`src/rtl/sync_fifo_param.sv`:
```
// sync_fifo_param: single-clock FIFO with occupancy count, thresholds,
// overflow/underflow pulses and optional first-word-fall-through reads.
module sync_fifo_param #(
  parameter int DATAWIDTH = 8,
  parameter int FIFODEPTH = 16,
  parameter int PTRWIDTH  = $clog2(FIFODEPTH),
  parameter int AF_THRESH = FIFODEPTH - 2,
  parameter int AE_THRESH = 2,
  parameter bit FWFT      = 1'b0
) (
  input  logic                 clk,
  input  logic                 rst,
  input  logic                 wr_en,
  input  logic [DATAWIDTH-1:0] wr_data,
  input  logic                 rd_en,
  output logic [DATAWIDTH-1:0] rd_data,
  output logic                 o_fifo_full,
  output logic                 o_fifo_empty,
  output logic                 o_almost_full,
  output logic                 o_almost_empty,
  output logic [PTRWIDTH:0]    o_count,
  output logic                 o_overflow,
  output logic                 o_underflow
);

  localparam int CW = PTRWIDTH + 1;

  localparam logic [CW-1:0] C_DEPTH = CW'(FIFODEPTH);
  localparam logic [CW-1:0] C_AF    = CW'(AF_THRESH);
  localparam logic [CW-1:0] C_AE    = CW'(AE_THRESH);
  localparam logic [CW-1:0] C_CONE  = CW'(1);

  localparam logic [PTRWIDTH-1:0] C_LAST = PTRWIDTH'(FIFODEPTH - 1);
  localparam logic [PTRWIDTH-1:0] C_PONE = PTRWIDTH'(1);

  if (FIFODEPTH < 2) begin : g_bad_depth
    $error("sync_fifo_param: FIFODEPTH must be >= 2");
  end
  if (PTRWIDTH < $clog2(FIFODEPTH)) begin : g_bad_ptrw
    $error("sync_fifo_param: PTRWIDTH too narrow for FIFODEPTH");
  end
  if ((AF_THRESH < 0) || (AF_THRESH > FIFODEPTH)) begin : g_bad_af
    $error("sync_fifo_param: AF_THRESH outside 0..FIFODEPTH");
  end
  if ((AE_THRESH < 0) || (AE_THRESH > FIFODEPTH)) begin : g_bad_ae
    $error("sync_fifo_param: AE_THRESH outside 0..FIFODEPTH");
  end

  logic [DATAWIDTH-1:0] r_mem [FIFODEPTH];

  logic [PTRWIDTH-1:0]  r_wr_ptr;
  logic [PTRWIDTH-1:0]  r_rd_ptr;
  logic [CW-1:0]        r_count;
  logic [DATAWIDTH-1:0] r_rd_data;
  logic                 r_ovf;
  logic                 r_unf;

  logic                 w_full;
  logic                 w_empty;
  logic                 w_wr_acc;
  logic                 w_rd_acc;
  logic [PTRWIDTH-1:0]  w_wr_ptr_nxt;
  logic [PTRWIDTH-1:0]  w_rd_ptr_nxt;

  assign w_full   = (r_count == C_DEPTH);
  assign w_empty  = (r_count == '0);
  assign w_rd_acc = rd_en & ~w_empty;
  assign w_wr_acc = wr_en & (~w_full | w_rd_acc);

  // Wrap at FIFODEPTH-1 so non-power-of-two depths work.
  assign w_wr_ptr_nxt = (r_wr_ptr == C_LAST) ? '0 : r_wr_ptr + C_PONE;
  assign w_rd_ptr_nxt = (r_rd_ptr == C_LAST) ? '0 : r_rd_ptr + C_PONE;

  always_ff @(posedge clk) begin
    if (w_wr_acc) begin
      r_mem[r_wr_ptr] <= wr_data;
    end
  end

  always_ff @(posedge clk or posedge rst) begin
    if (rst) begin
      r_wr_ptr  <= '0;
      r_rd_ptr  <= '0;
      r_count   <= '0;
      r_rd_data <= '0;
      r_ovf     <= 1'b0;
      r_unf     <= 1'b0;
    end else begin
      if (w_wr_acc) begin
        r_wr_ptr <= w_wr_ptr_nxt;
      end
      if (w_rd_acc) begin
        r_rd_ptr  <= w_rd_ptr_nxt;
        r_rd_data <= r_mem[r_rd_ptr];
      end
      case ({w_wr_acc, w_rd_acc})
        2'b10:   r_count <= r_count + C_CONE;
        2'b01:   r_count <= r_count - C_CONE;
        default: r_count <= r_count;
      endcase
      r_ovf <= wr_en & ~w_wr_acc;
      r_unf <= rd_en & ~w_rd_acc;
    end
  end

  // r_rd_data holds the last popped word, which is what FWFT shows when empty.
  if (FWFT) begin : g_fwft
    assign rd_data = w_empty ? r_rd_data : r_mem[r_rd_ptr];
  end else begin : g_std
    assign rd_data = r_rd_data;
  end

  assign o_fifo_full    = w_full;
  assign o_fifo_empty   = w_empty;
  assign o_almost_full  = (r_count >= C_AF);
  assign o_almost_empty = (r_count <= C_AE);
  assign o_count        = r_count;
  assign o_overflow     = r_ovf;
  assign o_underflow    = r_unf;

endmodule
```
`config.mk`:
```
export PLATFORM = sky130hd
export DESIGN_NAME = sync_fifo_param
export DESIGN_NICKNAME = d
export VERILOG_FILES = /design/src/rtl/sync_fifo_param.sv
export SDC_FILE = /design/constraint.sdc
export NUM_CORES = 1
export LEC_CHECK = 0
export CORE_ASPECT_RATIO = 1.2
export CORE_MARGIN = 2
export CORE_UTILIZATION = 30
export CTS_BUF_LIST = sky130_fd_sc_hd__clkbuf_8
export DETAILED_ROUTE_END_ITERATION = 7
export DONT_BUFFER_PORTS = 1
export GPL_TIMING_DRIVEN = 0
export MAX_ROUTING_LAYER = met4
export PLACE_DENSITY = 0.48
export SETUP_SLACK_MARGIN = 0.1
export SKIP_LAST_GASP = 1
export SLEW_MARGIN = 20
export SYNTH_ARGS = -nofsm -noshare
export SYNTH_HDL_FRONTEND = slang
export SYNTH_SLANG_ARGS = --single-unit
```
`constraint.sdc`:
```
create_clock -name clk -period 3.4 [get_ports clk]
set_input_delay 0.85 -clock clk [delete_from_list [all_inputs] [get_ports clk]]
set_output_delay 0.85 -clock clk [all_outputs]
set_load 0.01 [all_outputs]
```
### Word-level counts from Yosys, hierarchy flattened

Memory sizes are Yosys's and may differ from the RTL's. A register that Yosys moved wholly into a read port is not among the register bits.
Cells that the tools add are included.

| cells by class | value |
|---|---|
| equality and inequality tests | 5 |
| reductions and logical operators | 2 |
| mux-type cells | 5 |
| $lt $le $gt $ge | 2 |
| add/subtract/negate cells | 4 |
| bitwise operators | 9 |

Operators with widths:

| kind | number |
|---|---|
| case mux 5 bit (2 select lines) | 1 |
| adder 4 x 1 -> 4 bit, second input constant | 2 |
| == test 4 bit, second input constant | 2 |
| 2-to-1 mux 4 bit | 2 |
| adder 5 x 1 -> 5 bit, second input constant | 1 |
| == test 5 bit, second input constant | 1 |
| >= comparator 5 x 4 -> 1 bit, second input constant | 1 |
| less-or-equal comparator 5 x 2 -> 1 bit, second input constant | 1 |
| logical NOT 5 bit | 1 |
| subtractor 5 x 1 -> 5 bit, second input constant | 1 |
| bitwise AND 1 bit | 4 |
| inverter 1 bit | 4 |
| == test 2 x 1 -> 1 bit, second input constant | 1 |
| == test 2 bit, second input constant | 1 |
| 2-to-1 mux 1 bit | 2 |
| nonzero test 2 bit | 1 |
| bitwise OR 1 bit | 1 |

| storage, ports and cells | value |
|---|---|
| output and inout bits | 19 |
| RAM bits | 128 |
| input port bits | 12 |
| memories kept | 1 |
| logic and storage cells | 33 |
| bits in registers | 15 |

Memories:

| name | words | width | read ports | clocked after Yosys merged registers in | wr ports | line | text |
|---|---|---|---|---|---|---|---|
| r_mem | 16 | 8 | 1 | 1 | 1 | 49 | `logic [DATAWIDTH-1:0] r_mem [FIFODEPTH];` |

### Depth between registers and ports, before layout

| logic depth | value |
|---|---|
| word-level depth | 7 |
| gate-level depth with buffers | 9 |

### Worst setup path before layout

No wires, ideal clock.

| timing | value |
|---|---|
| path type | register to register |
| start point | register r_count[3] (netlist: o_count[3]) |
| end point | register r_count[4] (netlist: o_count[4]) |
| period minus slack after synthesis | 2523 ps |
| arrival | 2397 ps |
| library setup time | 126 ps |
| slack | 877 ps |
| data required time | 3274 ps |
| cell stages (with the launch flop) | 10 |
| cell sequence | dfrtp_1 > or3_4 > o31a_1 > nand2_1 > inv_1 > ha_1 > o21ai_0 > a211oi_1 > a41o_1 > a221o_1 |

| between the ends | value |
|---|---|
| longest elaborated chain between the ends | 7 |
| elaborated cells between the ends (all ways) | 13 |

RTL lines:

| what | line | text |
|---|---|---|
| from (decl) | 53 | `logic [CW-1:0] r_count;` |
| from (signal assigned) | 97 | `2'b10: r_count <= r_count + C_CONE;` |
| from (signal assigned) | 98 | `2'b01: r_count <= r_count - C_CONE;` |
| from (signal assigned) | 99 | `default: r_count <= r_count;` |
| logical NOT 5 bit | 66 | `assign w_empty = (r_count == '0);` |
| inverter 1 bit | 67 | `assign w_rd_acc = rd_en & ~w_empty;` |
| bitwise AND 1 bit | 67 |  |
| bitwise OR 1 bit | 68 | `assign w_wr_acc = wr_en & (~w_full \| w_rd_acc);` |
| bitwise AND 1 bit | 68 |  |
| == test 2 x 1 -> 1 bit / == test 2 bit (equally long branches) | 96 | `case ({w_wr_acc, w_rd_acc})` |
| case mux 5 bit (2 select lines) / nonzero test 2 bit (equally long branches) | - |  |

Parallel ways exist; a longest one is shown, timed or not.
A chain may end at the register's enable or synchronous reset.

### Worst setup path in the final report

Ends and elaborated chain as after synthesis.

==> results.py <==
metrics = {
    "clock_tree": {
        "cts_setup_buffers": 0,
        "htreeDepth": 4,
        "cts_root_buf": "clkbuf_8",
        "worstSkewPairLatency_ns": 0.44,
        "cts_resized": 0,
        "hold_buffers": 0,
        "path_clk_slew_ns": 0.08,
        "clockBufferDepth": 2,
        "cts_tree": "yes",
        "cts_sinks": 151,
        "cts_buffers": 17,
    },
    "placed_design": {
        "gp_congestion": 0.7932,
        "place.port_buffers": 0,
        "place_area_sq_um": 6526,
        "post-place-ws_ns": 0.4128,
        "hpwlAfterDp_um": 8710,
    },
    "synth": {
        "synth_enable_flop_cells": 128,
        "yosysTopAreaCell": "edfxtp_1",
        "syn_area_sq_um": 6141,
        "synth_cell_types": 40,
        "yosys.area.top_type_share_pct": 62.59,
        "synth_fp_nets": 354,
        "ys_top_cells_by_area": "edfxtp_1, mux4_2, dfrtp_1",
        "syn_inst": 333,
        "synthArstFlopShare_pct": 15.23,
        "synth_area_per_cell_sq_um": 18.44,
        "ys_ff_latch": 151,
        "yosysWarnings": 0,
        "synth_ff_type": "edfxtp_1",
        "yosysSeqAreaShare_pct": 71.96,
    },
    "drt": {
        "drtPass1Iterations": 4,
        "avgRoutedWirePerCell_um": 20.72,
        "drt_iter0_markers": 162,
        "num_vias": 3048,
        "drtAntennaViolNets": 0,
        "drcViolationCount": 0,
        "wl_um": 13140,
        "vias_per_cell": 4.808,
    },
    "critical_path": {
        "crit-reg2reg-launch": "o_count[3]",
        "path_class": "reg2reg",
        "r2r.worst_path.cells": 9,
        "cp_max_fo": 7,
        "max_stage_delay_ns": 0.49,
        "endpoint_kind": "flip-flop",
        "ff2ff_setup_slack_ns": 0.59,
        "startpoint": "o_count[3]",
        "cp_top_family": "compound AO/OA/AOI/OAI gates",
        "required_ns": 3.73,
        "path_buf_inv": 1,
        "path_depth": 9,
        "regToRegEndpoint": "o_count[4]",
        "crit_chain": "or3_4 > o31a_1 > nand2_1 > inv_1 > ha_1 > o21ai_0 > a211oi_1 > a41o_1 > a221o_1",
        "crit_path_top_delay_cell": "dfrtp_1",
        "startpoint_type": "flip-flop",
        "cp-endpoint": "o_count[4]",
        "cp.arrival_ns": 3.14,
    },
    "global_routing": {
        "antenna_found_initial": 0,
        "grt_usage_pct": 13.45,
        "grt.overflow.total": 0,
        "grt_pass1_vias": 3253,
        "grt_first_pass_wirelength_um": 19990,
        "grt_max_degree": 24,
    },
    "finish": {
        "layout.nets": 377,
        "diodes": 0,
        "syn_to_final_growth_pct": 12.25,
        "layout-drive-gt1-share_pct": 22.49,
        "final_cell_mix": "edfxtp_1, mux4_2, dfrtp_1",
        "stdcell_area_sq_um": 6893,
        "final_common_cell": "edfxtp_1",
        "final_util_pct": 34.15,
    },
    "sta": {
        "min_period_over_period_pct": 82.66,
        "rsz0062_at_grt": "false",
        "max_freq_ghz": 0.3558,
        "tns_ns": 0,
        "min_period_ns": 2.810,
        "setup_slack_ns": 0.5896,
        "timing.hold.ws_ns": 0.3899,
        "hold_viol_final": 0,
        "tightest_slew_ns": 1.022,
        "setup_violations": 0,
        "max_slew_margin_pct": 31.61,
        "slew_viol_final": 0,
        "clock_skew_ns": 0.01258,
    },
    "outcome": {
        "status": "finished, final reports clean",
    },
    "floorplan": {
        "die_h_um": 160.7,
        "io_pins": 31,
        "die_w_um": 134.6,
        "die_area_sq_um": 21630,
        "start_util_pct": 30.43,
        "coreArea_sq_um": 20180,
        "rows": 57,
    },
    "power_and_ir_drop": {
        "p_leak_nw": 2.311,
        "power_density_nw_per_um2": 776.1,
        "vdd_drop_max_mv": 0.3201,
    },
    "worst_hold_path": {
        "hold_path.class": "in2async",
    },
    "run": {
        "maxCapViolations": 0,
    },
}
==> sequential cells by signal (all words and copies together) (netlist names) <==
register     cells
r_mem          128
rd_data          8
o_count          5
r_rd_ptr         4
r_wr_ptr         4
o_overflow       1
o_underflow      1
==> kinds of logic (layout without fill, tap and decap cells) <==
| family | Yosys count | in the layout | synth area share [%] |
|---|---|---|---|
| DFF | 151 | 151 | 71.96 |
| and+or+nand+nor | 57 | 57 | 4.279 |
| xor gates and xnor gates | 5 | 5 | 0.7131 |
| adders and majority gates | 9 | 9 | 1.956 |
| buffers and inverters | 26 | 62 | 1.813 |
| muxes | 53 | 53 | 15.28 |
| AOI/OAI and AO/OA | 32 | 32 | 3.994 |
==> cells in the mapped netlist (all sizes together) (5+ instances only) <==
| cell | count |
|---|---|
| edfxtp | 128 |
| mux4 | 32 |
| dfrtp | 23 |
| nand2 | 22 |
| mux2i | 18 |
| nor2 | 15 |
| buf | 12 |
| inv | 10 |
| ha | 8 |
| o21ai | 8 |
| o221ai | 7 |
| nor3 | 6 |
| nand2b | 5 |
| xnor2 | 5 |
==> area by class of cell <==
cell class | count | area [sq um]
fill | 1897 | 13290
sequential | 151 | 4419
multi-input combinational | 156 | 1630
tap | 265 | 331.6
clock buffer | 20 | 275.3
clock inverter | 12 | 91.34
buffer | 16 | 73.82
inverter | 10 | 37.54
timing repair buffer | 4 | 33.78
==> worst min path at each step <==
stage	startpoint	to	slack, ns	depth (start not counted)
floorplan	rd_data[3]	rd_data[3]	0.52	2
global placement	rd_data[3]	rd_data[3]	0.56	2
detailed placement	rd_data[3]	rd_data[3]	0.56	2
CTS	wr_data[1]	r_mem[5][1]	0.46	0
global route	rst	o_overflow	0.42	1
finish	rst	o_count[0]	0.39	1
==> where the power goes <==
group	leakage, nW	internal [W]	switching (W)	total, W
registers	1.44	0.00227	0.000173	0.00244
clock network	0.196	0.000623	0.000635	0.00126
logic	0.678	0.000716	0.000932	0.00165
==> per-stage QoR <==
step                      power (W)  std cells
final                      0.005350        634
after global routing       0.005658        634
after CTS                  0.005428        634
after detailed placement   0.004167        602
after global placement     0.004125        598
after floorplan            0.003675        333
==> routing by layer <==
metal / vias up / track usage, % / share of wire (%)
li1: 1364 / - / -
met1: 1579 / 17.18 / 41
met2: 90 / 20.66 / 49
met3: 15 / 3.504 / 6.9
met4: 0 / 5.072 / 2.2
met5: - / - / 0
Note: power is estimated with default switching activity, not from simulation.
